--- src/rtl/uart_rx_os16.sv ---
// 16x-oversampling UART receiver with an internal tick divider, single clock domain.
// Define UART_RX_MAJORITY_EN for 2-of-3 majority sampling at sub 7/8/9.
module uart_rx_os16 #(
    parameter int CLK_FREQ   = 100_000_000,
    parameter int BAUD_RATE  = 9600,
    parameter int DATA_WIDTH = 8,
    parameter int PARITY_ON  = 0,
    parameter int PARITY_ODD = 0,
    parameter int STOP_BIT   = 1
) (
    input  logic                  clk,
    input  logic                  rst,
    input  logic                  rx,
    output logic [DATA_WIDTH-1:0] data_out,
    output logic                  valid,
    output logic                  parity_err,
    output logic                  frame_err,
    output logic                  busy
);
    localparam int OS_DIV = CLK_FREQ / (BAUD_RATE * 16);
    localparam int DIV_W  = (OS_DIV > 1) ? $clog2(OS_DIV) : 1;
    localparam int IDX_W  = (DATA_WIDTH > 1) ? $clog2(DATA_WIDTH) : 1;
    localparam logic [DIV_W-1:0] DIV_LAST  = DIV_W'(OS_DIV - 1);
    localparam logic [IDX_W-1:0] IDX_LAST  = IDX_W'(DATA_WIDTH - 1);
    localparam logic             PAR_ODD   = (PARITY_ODD != 0);
    localparam logic             LAST_STOP = (STOP_BIT == 2);
    localparam logic [3:0]       SUB_LAST  = 4'd15;

    typedef enum logic [2:0] {IDLE, START, DATA, PARITY, STOP} state_t;

    state_t                  state, state_n;
    logic                    rx_m, rx_s;
    logic [DIV_W-1:0]        div_cnt;
    logic                    tick;
    logic [3:0]              sub;
    logic [IDX_W-1:0]        idx;
    logic [DATA_WIDTH-1:0]   shift;
    logic                    perr, ferr, ferr_n;
    logic                    stop_idx;
    logic                    armed;
    logic                    bit_val;
    logic                    sample, bit_end, done;

    always_ff @(posedge clk or posedge rst) begin
        if (rst) begin
            rx_m <= 1'b1;
            rx_s <= 1'b1;
        end else begin
            rx_m <= rx;
            rx_s <= rx_m;
        end
    end

    // With OS_DIV=1 the counter is stuck at 0 == DIV_LAST, so tick stays high.
    assign tick = (div_cnt == DIV_LAST);

    always_ff @(posedge clk or posedge rst) begin
        if (rst)       div_cnt <= '0;
        else if (tick) div_cnt <= '0;
        else           div_cnt <= div_cnt + 1'b1;
    end

`ifdef UART_RX_MAJORITY_EN
    localparam logic [3:0] SUB_SAMPLE = 4'd9;
    logic s7, s8;

    always_ff @(posedge clk or posedge rst) begin
        if (rst) begin
            s7 <= 1'b1;
            s8 <= 1'b1;
        end else if (tick) begin
            if (sub == 4'd7) s7 <= rx_s;
            if (sub == 4'd8) s8 <= rx_s;
        end
    end

    assign bit_val = (s7 & s8) | (s7 & rx_s) | (s8 & rx_s);
`else
    localparam logic [3:0] SUB_SAMPLE = 4'd8;

    assign bit_val = rx_s;
`endif

    assign sample  = tick && (sub == SUB_SAMPLE);
    assign bit_end = tick && (sub == SUB_LAST);
    assign ferr_n  = ferr | ~bit_val;
    assign busy    = (state != IDLE);

    always_ff @(posedge clk or posedge rst) begin
        if (rst) state <= IDLE;
        else     state <= state_n;
    end

    always_comb begin
        state_n = state;
        done    = 1'b0;
        case (state)
            IDLE:   if (tick && armed && !rx_s) state_n = START;
            START: begin
                if (sample && bit_val) state_n = IDLE;
                else if (bit_end)      state_n = DATA;
            end
            DATA:   if (bit_end && idx == IDX_LAST) state_n = (PARITY_ON != 0) ? PARITY : STOP;
            PARITY: if (bit_end) state_n = STOP;
            STOP: begin
                // Leave at mid-stop so a following start edge is never missed.
                if (sample && stop_idx == LAST_STOP) begin
                    done    = 1'b1;
                    state_n = IDLE;
                end
            end
            default: state_n = IDLE;
        endcase
    end

    always_ff @(posedge clk or posedge rst) begin
        if (rst) begin
            sub        <= '0;
            idx        <= '0;
            shift      <= '0;
            perr       <= 1'b0;
            ferr       <= 1'b0;
            stop_idx   <= 1'b0;
            armed      <= 1'b0;
            data_out   <= '0;
            valid      <= 1'b0;
            parity_err <= 1'b0;
            frame_err  <= 1'b0;
        end else begin
            valid <= 1'b0;

            if (state == IDLE) sub <= '0;
            else if (tick)     sub <= sub + 1'b1;

            // A framing error disarms so a held-low break is not taken as a new start.
            if (done && ferr_n)     armed <= 1'b0;
            else if (tick && rx_s)  armed <= 1'b1;

            case (state)
                START: begin
                    if (bit_end) begin
                        idx      <= '0;
                        perr     <= 1'b0;
                        ferr     <= 1'b0;
                        stop_idx <= 1'b0;
                    end
                end
                DATA: begin
                    if (sample) shift[idx] <= bit_val;
                    if (bit_end && idx != IDX_LAST) idx <= idx + 1'b1;
                end
                PARITY: begin
                    if (sample) perr <= ((^shift) ^ bit_val) != PAR_ODD;
                end
                STOP: begin
                    if (sample) ferr <= ferr_n;
                    if (done) begin
                        data_out   <= shift;
                        parity_err <= perr;
                        frame_err  <= ferr_n;
                        valid      <= 1'b1;
                    end
                    if (bit_end) stop_idx <= 1'b1;
                end
                default: ;
            endcase
        end
    end
endmodule

--- config.mk ---
export PLATFORM = sky130hd
export DESIGN_NAME = uart_rx_os16
export DESIGN_NICKNAME = d
export VERILOG_FILES = /design/src/rtl/uart_rx_os16.sv
export SDC_FILE = /design/constraint.sdc
export NUM_CORES = 1
export LEC_CHECK = 0
export ABC_AREA = 1
export CORE_MARGIN = 10
export CORE_UTILIZATION = 48
export CTS_CLUSTER_DIAMETER = 30
export DETAILED_ROUTE_END_ITERATION = 6
export GPL_ROUTABILITY_DRIVEN = 1
export GPL_TIMING_DRIVEN = 0
export PLACE_DENSITY = 0.71
export SYNTH_ARGS = -nofsm -noshare
export SYNTH_HDL_FRONTEND = slang
export SYNTH_SLANG_ARGS = --single-unit
--- constraint.sdc ---
create_clock -name clk -period 2 [get_ports clk]
set_input_delay 0.4 -clock clk [delete_from_list [all_inputs] [get_ports clk]]
set_output_delay 0.4 -clock clk [all_outputs]
set_load 0.01 [all_outputs]
==> impl_metrics.csv, run 1 <==
group,metric,value,unit
run_status,outcome,"finished, final reports clean",
place,place_area,2535,sq um
detailed_routing,vias,1803,
finish,multi_input_area,992.2,sq um
detailed_routing,top_layer_used,"met4",
logic_synthesis,synth_top_area_share,46.64,%
clocking,cts-htree-levels,2,
place,dp.cells,350,
clocking,tritoncts,"built",
logic_synthesis,netlist_area,2307,sq um
power_and_ir_drop,ir_drop,0.2994,mV
logic_synthesis,synthesis.nets,290,
detailed_routing,wl_met1,2.118,mm
timing,finalSetupTns,0,ns
timing,clock.fmax,546.3,MHz
min_path,hp-class,"reg2reg",
timing,rsz0062_at_grt,"no",
critical_path,crit_type,"reg2reg",
timing,holdWs,0.3605,ns
logic_synthesis,postSynth.asyncResetShare,100.0,%
die,die_area,7980,sq um
logic_synthesis,synth-edff-count,0,
clocking,clk_pin_slew,0.08,ns
critical_path,timing.reg2reg.setup_slack,0.17,ns
detailed_routing,drt-initial-drc-count,90,
clocking,cts_made_buffers,5,
finish,n_fill_cell,433,
timing,slew_headroom,72.19,%
finish,syn2layout_area_growth,18.11,%
power_and_ir_drop,p_per_area,644.3,nW/um^2
logic_synthesis,synth_area_leaders,"dfrtp_1 (47%), nand2_1 (11%), inv_1 (7.3%)",
logic_synthesis,synth-seq-area-share,48.92,%
critical_path,worstPathMaxFanout,10,
logic_synthesis,synth.distinct_cells,30,
die,initial_utilization,49.17,%
clocking,clk-insertion-delay-late,0.30,ns
global_routing,grt_antenna_before_repair,0,
detailed_routing,viasPerCell,4.967,
global_routing,gr-total-overflow,0,
clocking,clock_sinks,45,
power_and_ir_drop,total_power,1.756,mW
power_and_ir_drop,p_leak,1.338,nW
global_routing,grt_pass1_vias,1692,
clocking,cts_buffer_depth,2,
clocking,ctsRootBufferMaster,"clkbuf_8",
finish,seq_area,1130,sq um
detailed_routing,wl_per_cell,11.70,um
timing,worstMarginPinSlew,0.4171,ns
die,core,4692,sq um
detailed_routing,firstDrtPassIters,4,
timing,drv_slew,0,
timing,setup_ws,0.1694,ns
logic_synthesis,ys_seq_elements,45,
critical_path,crit_path_end_kind,"flip-flop",
finish,fin_util,58.08,%
finish,fin_area,2725,sq um
logic_synthesis,synth_cells,281,
global_routing,grt_pass1_wl,7.486,mm
logic_synthesis,synth_top_flop_cell,"dfrtp_1",
detailed_routing,drt-total-wl,4.247,mm
place,gp_congestion,0.8701,
place,post-dp-hpwl,3.172,mm
finish,layout-drive-gt1-share,12.62,%
critical_path,worstPathArrival,2.02,ns
place,io_buffers,14,
detailed_routing,wl_met2,1.919,mm
logic_synthesis,synth.largest_area_cell,"dfrtp_1",
finish,final_cells,363,
global_routing,grt_max_degree,35,
logic_synthesis,avgSynthCellArea,8.211,sq um
timing,period_needed,1.831,ns
critical_path,required,2.19,ns
finish,diodes,0,
flow_run,maxCapViolCount,0,
critical_path,start_kind,"flip-flop",
timing,fin_skew,0.005794,ns
place,dpl_worst_slack,-0.1262,ns
die,io_pins,15,
detailed_routing,ant_nets,0,
logic_synthesis,yosys_warnings,0,
detailed_routing,drc,0,
finish,layout.nets,317,
timing,min_period_over_period,91.53,%
detailed_routing,wl_met3,133,um
die,rows,25,
timing,hold_viol,0,
timing,finalSetupViolations,0,
die,die_width,89.33,um
logic_synthesis,yosys.cell_count.top_type,"nand2_1",
logic_synthesis,ys_top_cells_by_count,"nand2_1 (67), inv_1 (45), dfrtp_1 (43)",
die,die_height,89.33,um
global_routing,track_usage,11.76,%
worst max-delay path, cell delays in order, from the launching register on:
cell     delay, ns
dfrtp_1       0.43
inv_1         0.09
ha_1          0.14
inv_1         0.06
nor2_4        0.12
nand3_4       0.14
nor2_8        0.15
inv_4         0.05
nor3_4        0.15
inv_2         0.10
buf_6         0.16
nor2_2        0.09
nor2_1        0.05
sequential cells by signal, indices dropped and copies added, names as in the netlist:
register	cells
idx	3
valid	1
shift	8
perr	1
stop_idx	1
sub	4
div_cnt	10
armed	1
bit_val	1
state	3
frame_err	1
ferr	1
data_out	8
parity_err	1
rx_m	1
layout by cell type (no fill, tap or decap), types with 4 or more instances in the layout:
master | netlist | routed
nor2_2 | 4 | 4
clkbuf_8 | 0 | 5
ha_1 | 6 | 6
o21a_1 | 4 | 4
inv_2 | 4 | 5
o21ai_2 | 4 | 4
nor3_1 | 9 | 8
dfrtp_1 | 43 | 42
xnor2_1 | 5 | 5
nor2_1 | 30 | 29
clkdlybuf4s50_1 | 0 | 13
buf_4 | 0 | 5
nand4_1 | 4 | 4
a21oi_1 | 11 | 11
nand3_1 | 14 | 14
nand2_1 | 67 | 67
xor2_1 | 4 | 4
o21ai_0 | 8 | 8
inv_1 | 45 | 44
final cells by class:
class                      instances  share of cell area, %
inverter                          50                  6.979
sequential                        45                  41.46
clock buffer                       5                  2.525
clock inverter                     3                  2.388
tap                               54                  2.479
timing repair buffer              20                  7.208
multi-input combinational        184                  36.41
buffer                             2                 0.5510
report_power, final:
| part | leakage [nW] | internal, mW | switching (mW) | total [mW] |
|---|---|---|---|---|
| sequential | 0.606 | 0.912 | 0.000637 | 0.913 |
| combinational | 0.664 | 0.00980 | 0.0264 | 0.0362 |
| clock | 0.0681 | 0.496 | 0.310 | 0.806 |
worst paths after layout:
kind / start / end / cells after the start
setup reg to reg: div_cnt[0] / armed / 12
hold reg to reg: rx_m / bit_val / 0
hold / removal: rx_m / bit_val / 0
min in group asynchronous: rst / div_cnt[8] / 2
max in group asynchronous: rst / rx_m / 3
setup / recovery: div_cnt[0] / armed / 12
cells by family after synthesis:
group / after synthesis / share of synthesized area (%)
buffers and inverters: 52 / 8.893
XOR/XNOR: 9 / 3.416
flip-flops: 45 / 48.92
AND/OR/NAND/NOR: 137 / 27.01
AO/OA/AOI/OAI: 32 / 8.514
adder cells (fa/ha/maj): 6 / 3.254
layer usage:
metal | up-vias | track usage [%]
met5 | - | 0
met1 | 837 | 15.17
met4 | 0 | 5.491
met2 | 27 | 18.48
met3 | 5 | 2.279
li1 | 934 | -
timing repair:
item	4_1_cts	5_1_grt
pin swaps	3	1
setup endpoints to repair	11	22
setup buffers	3	2
hold buffers	0	0
resized for setup	4	2
No activity file was read; power rests on OpenSTA's default activity.
==> run 2: changes to the inputs <==
--- a/config.mk
+++ b/config.mk
@@ -12,7 +12,7 @@
 export DETAILED_ROUTE_END_ITERATION = 6
 export GPL_ROUTABILITY_DRIVEN = 1
 export GPL_TIMING_DRIVEN = 0
-export PLACE_DENSITY = 0.71
+export PLACE_DENSITY = 0.73
 export SYNTH_ARGS = -nofsm -noshare
 export SYNTH_HDL_FRONTEND = slang
 export SYNTH_SLANG_ARGS = --single-unit
==> constraint.sdc (replaced) <==
create_clock -name clk -period 1.5 [get_ports clk]
set_input_delay 0.3 -clock clk [delete_from_list [all_inputs] [get_ports clk]]
set_output_delay 0.3 -clock clk [all_outputs]
set_load 0.01 [all_outputs]
==> impl_metrics.csv, run 2 (same netlist as run 1, synthesis figures left out) <==
group,metric,value,unit
finish,layout_common_cells,"nand2_1 (54), dfrtp_1 (41), inv_1 (40)",
detailed_routing,wl_per_cell,13.31,um
power_and_ir_drop,p_per_area,731.7,nW/um^2
critical_path,path_cells,"inv_2 > ha_4 > inv_2 > nor2_4 > nand3_4 > nor2_8 > inv_4 > nor3_4 > inv_2 > buf_8 > nor2_4 > nor2_1",
global_routing,grt_pass1_vias,1970,
timing,slew_headroom,71.86,%
detailed_routing,firstDrtPassIters,4,
global_routing,track_usage,13.44,%
flow_run,maxCapViolCount,0,
timing,rsz0062_at_grt,"yes",
finish,layout.nets,332,
power_and_ir_drop,ir_drop,0.4497,mV
power_and_ir_drop,pwr-share-comb,2.0,%
finish,final_common_cell,"nand2_1",
timing,min_period_over_period,114.8,%
critical_path,r2r_start,"div_cnt[0]",
timing,hold_viol,0,
critical_path,crit_type,"reg2reg",
critical_path,timing.reg2reg.setup_slack,-0.22,ns
clocking,ctsRootBufferMaster,"clkbuf_8",
clocking,cts_buffer_depth,2,
global_routing,grt_antenna_before_repair,0,
timing,drv_slew,0,
finish,seq_area,1131,sq um
clocking,cts-htree-levels,2,
finish,largest_reg_flops,10,
power_and_ir_drop,power_frac_clock,43.3,%
die,die_width,89.33,um
detailed_routing,ant_nets,0,
finish,final_cells,378,
critical_path,r2r_end,"armed",
run_status,outcome,"complete, but fails checks",
power_and_ir_drop,total_power,2.233,mW
die,initial_utilization,49.17,%
critical_path,cpMostUsedCell,"inv_2",
timing,finalSetupViolations,36,
min_path,hp-class,"in2async",
critical_path,start_kind,"flip-flop",
timing,worstMarginPinSlew,0.4215,ns
critical_path,crit_slowest_cell,"dfrtp_1",
critical_path,worstPathArrival,1.92,ns
finish,layout-drive-gt1-share,29.94,%
die,io_pins,15,
timing,setup_ws,-0.2220,ns
finish,diodes,0,
finish,syn2layout_area_growth,32.27,%
clocking,hold_buffers,0,
global_routing,grt_pass1_wl,8.666,mm
clocking,cts_made_buffers,5,
timing,finalSetupTns,-4.332,ns
critical_path,startpoint,"div_cnt[0]",
place,io_buffers,14,
critical_path,required,1.69,ns
die,rows,25,
critical_path,endpoint,"armed",
timing,period_needed,1.722,ns
finish,reg_top3,"div_cnt (10), data_out (8), shift (8)",
power_and_ir_drop,switching_share,20.67,%
global_routing,gr-total-overflow,0,
clocking,clk-insertion-delay-late,0.30,ns
critical_path,max_stage_delay,0.40,ns
timing,fin_skew,0.007435,ns
place,post-dp-hpwl,3.247,mm
detailed_routing,drt-total-wl,5.030,mm
power_and_ir_drop,p_leak,1.568,nW
place,dpl_worst_slack,-0.5858,ns
power_and_ir_drop,p_int,1.771,mW
finish,fin_util,65.04,%
global_routing,grt_max_degree,28,
detailed_routing,drt-initial-drc-count,84,
detailed_routing,viasPerCell,5.032,
timing,clock.fmax,580.7,MHz
clocking,clock_sinks,45,
finish,n_fill_cell,366,
finish,regMostFlops,"div_cnt",
die,core,4692,sq um
power_and_ir_drop,power_switching,0.4617,mW
place,dp.cells,350,
critical_path,worstPathMaxFanout,10,
place,gp_congestion,0.8715,
run_status,violations,"setup timing",
critical_path,reg2reg_depth,12,
finish,multi_input_area,1191,sq um
clocking,tritoncts,"built",
detailed_routing,drc,0,
die,die_area,7980,sq um
critical_path,crit_path_end_kind,"flip-flop",
clocking,clk_pin_slew,0.09,ns
power_and_ir_drop,p_seq_share,54.7,%
die,die_height,89.33,um
detailed_routing,vias,1902,
## run 2: changes by cell type in the layout (fill, tap and decap cells not counted), sizes merged, moves of 2 or more
cell	before	now
dlymetal6s2s	0	5
clkinvlp	0	2
clkdlybuf4s50	13	2
dlygate4sd2	1	6
buf	7	24
## run 2: critical path, delay by kind of cell (launching register included)
family	cells	cell delay, ns
and+or+nand+nor	6	0.68
adders and majority gates	1	0.13
DFF	1	0.40
buffers and inverters	5	0.40
## run 2: area by class of cell
| type | instances | area share, % |
|---|---|---|
| multi-input cells | 184 | 39.03 |
| clock inverters | 2 | 1.230 |
| plain buffers | 1 | 0.4920 |
| inverters | 50 | 6.355 |
| flip-flops and latches | 45 | 37.06 |
| well taps | 54 | 2.214 |
| clock buffers | 6 | 2.706 |
| repair buffers | 36 | 10.91 |
## run 2: worst min path at each step
stage,from,end,slack (ns),depth (start not counted)
after CTS,rst,data_out[5],0.32,2
after floorplan,rx,rx_m,0.30,0
final,rst,data_out[4],0.30,2
after detailed placement,rx_m,bit_val,0.35,0
after global placement,rx_m,bit_val,0.35,0
after global routing,rst,parity_err,0.35,2
## run 2: power groups by stage
stage	sequential, mW	clock [mW]	combinational [mW]
detailed placement	1.24	0	0.0507
CTS	1.22	0.983	0.0467
global route	1.22	1.03	0.0523
global placement	1.24	0	0.0436
floorplan	1.24	0	0.0278
finish	1.22	0.966	0.0447
## run 2: timing repair
action,4_1_cts,5_1_grt
endpoints found under the hold margin,0,0
setup endpoints to repair,39,45
buffers inserted,12,9
gates resized for setup,43,38
pin swaps,7,10
## run 2: metal layers
layer | vias to the layer above | share of wire (%) | routed length (um) | track usage [%]
met5 | - | 0 | 0 | 0
met2 | 21 | 53 | 2642 | 23.70
met1 | 911 | 43 | 2166 | 16.08
li1 | 963 | - | - | -
met4 | 0 | 1.6 | 80 | 4.769
met3 | 7 | 2.8 | 139 | 2.097
## run 2: metrics by stage
stage | instance area [sq um] | hold slack [ns]
finish | 3052 | 0.3005
global route | 3052 | 0.3461
CTS | 2861 | 0.3182
detailed placement | 2550 | 0.3472
global placement | 2530 | 0.3475
floorplan | 2322 | 0.3045
==> run 3: changes to the inputs <==
--- a/config.mk
+++ b/config.mk
@@ -6,7 +6,7 @@
 export NUM_CORES = 1
 export LEC_CHECK = 0
 export ABC_AREA = 1
-export CORE_MARGIN = 10
+export CORE_MARGIN = 1
 export CORE_UTILIZATION = 48
 export CTS_CLUSTER_DIAMETER = 30
 export DETAILED_ROUTE_END_ITERATION = 6
==> impl_metrics.csv, run 3 (same netlist as run 1, synthesis figures left out) <==
group,metric,value,unit
run_status,outcome,"complete, but fails checks",
run_status,violations,"DRC, setup timing",
critical_path,required,1.69,ns
timing,worstMarginPinSlew,0.4476,ns
die,die_area,5088,sq um
clocking,clock_sinks,45,
global_routing,grt_antenna_before_repair,0,
power_and_ir_drop,p_per_area,641.9,nW/um^2
finish,layout.nets,338,
timing,period_needed,1.763,ns
detailed_routing,wl_per_cell,14.05,um
timing,clock.fmax,567.2,MHz
clocking,clk-insertion-delay-late,0.30,ns
global_routing,grt_pass1_wl,8.238,mm
place,post-dp-hpwl,3.159,mm
detailed_routing,drt-initial-drc-count,172,
clocking,cts-htree-levels,2,
detailed_routing,firstDrtPassIters,6,
timing,finalSetupViolations,38,
die,io_pins,15,
critical_path,crit_slowest_cell,"dfrtp_1",
place,dp.cells,348,
critical_path,cpMostUsedCell,"buf_4",
detailed_routing,vias,2036,
clocking,tritoncts,"built",
power_and_ir_drop,ir_drop,0.4453,mV
finish,final_common_cell,"nand2_1",
finish,largest_reg_flops,10,
place,io_buffers,14,
critical_path,reg2reg_depth,13,
critical_path,start_kind,"flip-flop",
global_routing,grt_max_degree,31,
finish,layout-drive-gt1-share,33.03,%
detailed_routing,viasPerCell,5.330,
power_and_ir_drop,p_leak,1.577,nW
critical_path,worstPathMaxFanout,4,
finish,layout_common_cells,"nand2_1 (51), dfrtp_1 (42), inv_1 (40)",
global_routing,grt_pass1_vias,1839,
detailed_routing,drc,2,
die,rows,24,
die,core,4474,sq um
critical_path,timing.reg2reg.setup_slack,-0.26,ns
critical_path,crit_type,"reg2reg",
timing,finalSetupTns,-5.935,ns
global_routing,gr-total-overflow,0,
clocking,cts_made_buffers,5,
flow_run,maxCapViolCount,0,
finish,regMostFlops,"div_cnt",
die,initial_utilization,51.57,%
finish,reg_top3,"div_cnt (10), data_out (8), shift (8)",
global_routing,track_usage,20.84,%
timing,hold_viol,0,
critical_path,max_stage_delay,0.40,ns
timing,setup_ws,-0.2630,ns
timing,rsz0062_at_grt,"yes",
place,place_area,2547,sq um
finish,final_cells,382,
critical_path,worstPathArrival,1.95,ns
place,gp_congestion,0.8485,
detailed_routing,drt-total-wl,5.368,mm
timing,slew_headroom,69.89,%
clocking,ctsRootBufferMaster,"clkbuf_8",
clocking,clk_pin_slew,0.08,ns
finish,n_fill_cell,318,
timing,drv_slew,0,
timing,fin_skew,0.005825,ns
detailed_routing,ant_nets,0,
finish,fin_area,3104,sq um
finish,diodes,0,
critical_path,crit_path_end_kind,"flip-flop",
finish,syn2layout_area_growth,34.54,%
timing,min_period_over_period,117.5,%
clocking,cts_buffer_depth,2,
die,die_width,71.33,um
critical_path,path_cells,"inv_2 > ha_4 > inv_2 > nor2_4 > buf_6 > nand2_4 > nor2_4 > nand4_1 > nand2_2 > buf_4 > buf_4 > buf_4 > nand2_1",
min_path,hp-class,"in2async",
die,die_height,71.33,um
[run 3: cell count changes in the layout (fill, tap and decap cells not counted), sizes merged]
cell           before  now
buf                24   30
bufinv              1    0
clkdlybuf4s50       2    3
clkinv              0    2
clkinvlp            2    1
dlygate4sd2         6    4
dlymetal6s2s        5    6
[run 3: final timing paths]
kind,startpoint,endpoint
setup / recovery,div_cnt[0],state[2]
hold / removal,rst,frame_err
setup reg to reg,div_cnt[0],state[2]
hold reg to reg,rx_m,bit_val
max in group asynchronous,rst,rx_m
min in group clk,rx_m,bit_val
[run 3: layout make-up]
class | instances | area (sq um) | area share [%]
multi-input cells | 184 | 1224 | 39.42
flip-flops and latches | 45 | 1130 | 36.40
repair buffers | 42 | 394.1 | 12.70
inverters | 50 | 193.9 | 6.247
clock buffers | 6 | 72.57 | 2.338
well taps | 52 | 65.06 | 2.096
plain buffers | 1 | 15.01 | 0.4837
clock inverters | 2 | 10.01 | 0.3225
[run 3: worst max-delay path: cells and delay by family (launching register included)]
family        cells  cell delay, ns
buf+inv           6            0.54
fa+ha+maj         1            0.13
simple gates      6            0.61
flops             1            0.40
[run 3: report_power, final]
| part | switching [mW] | internal (mW) |
|---|---|---|
| Clock | 0.403 | 0.323 |
| Sequential | 0.00504 | 1.22 |
| Combinational | 0.0316 | 0.0125 |
[run 3: metrics by stage]
step           setup slack [ns]  total power [mW]  hold slack (ns)  utilization, %
4_1_cts                 -0.2385             2.009           0.2936           63.84
2_1_floorplan           -0.2699             1.269           0.3045               -
3_3_place_gp            -0.7837             1.285           0.3457           56.49
5_1_grt                 -0.3756             2.055           0.3164           69.38
3_5_place_dp            -0.5587             1.292           0.3473           56.94
6_report                -0.2630             1.993           0.2826           69.38
[run 3: what timing repair did]
| item | in CTS | in global routing |
|---|---|---|
| hold buffers | 0 | 0 |
| buffers inserted | 16 | 11 |
| pin swaps | 10 | 12 |
| endpoints found under the setup margin | 35 | 46 |
| resized for setup | 43 | 48 |
| hold endpoints to repair | 0 | 0 |
[run 3: per-layer routing]
| metal | track usage, % | part of all wire, % |
|---|---|---|
| met5 | 0 | 0 |
| met4 | 6.889 | 2.4 |
| met3 | 3.657 | 3.4 |
| met2 | 35.77 | 50 |
| met1 | 26.80 | 44 |
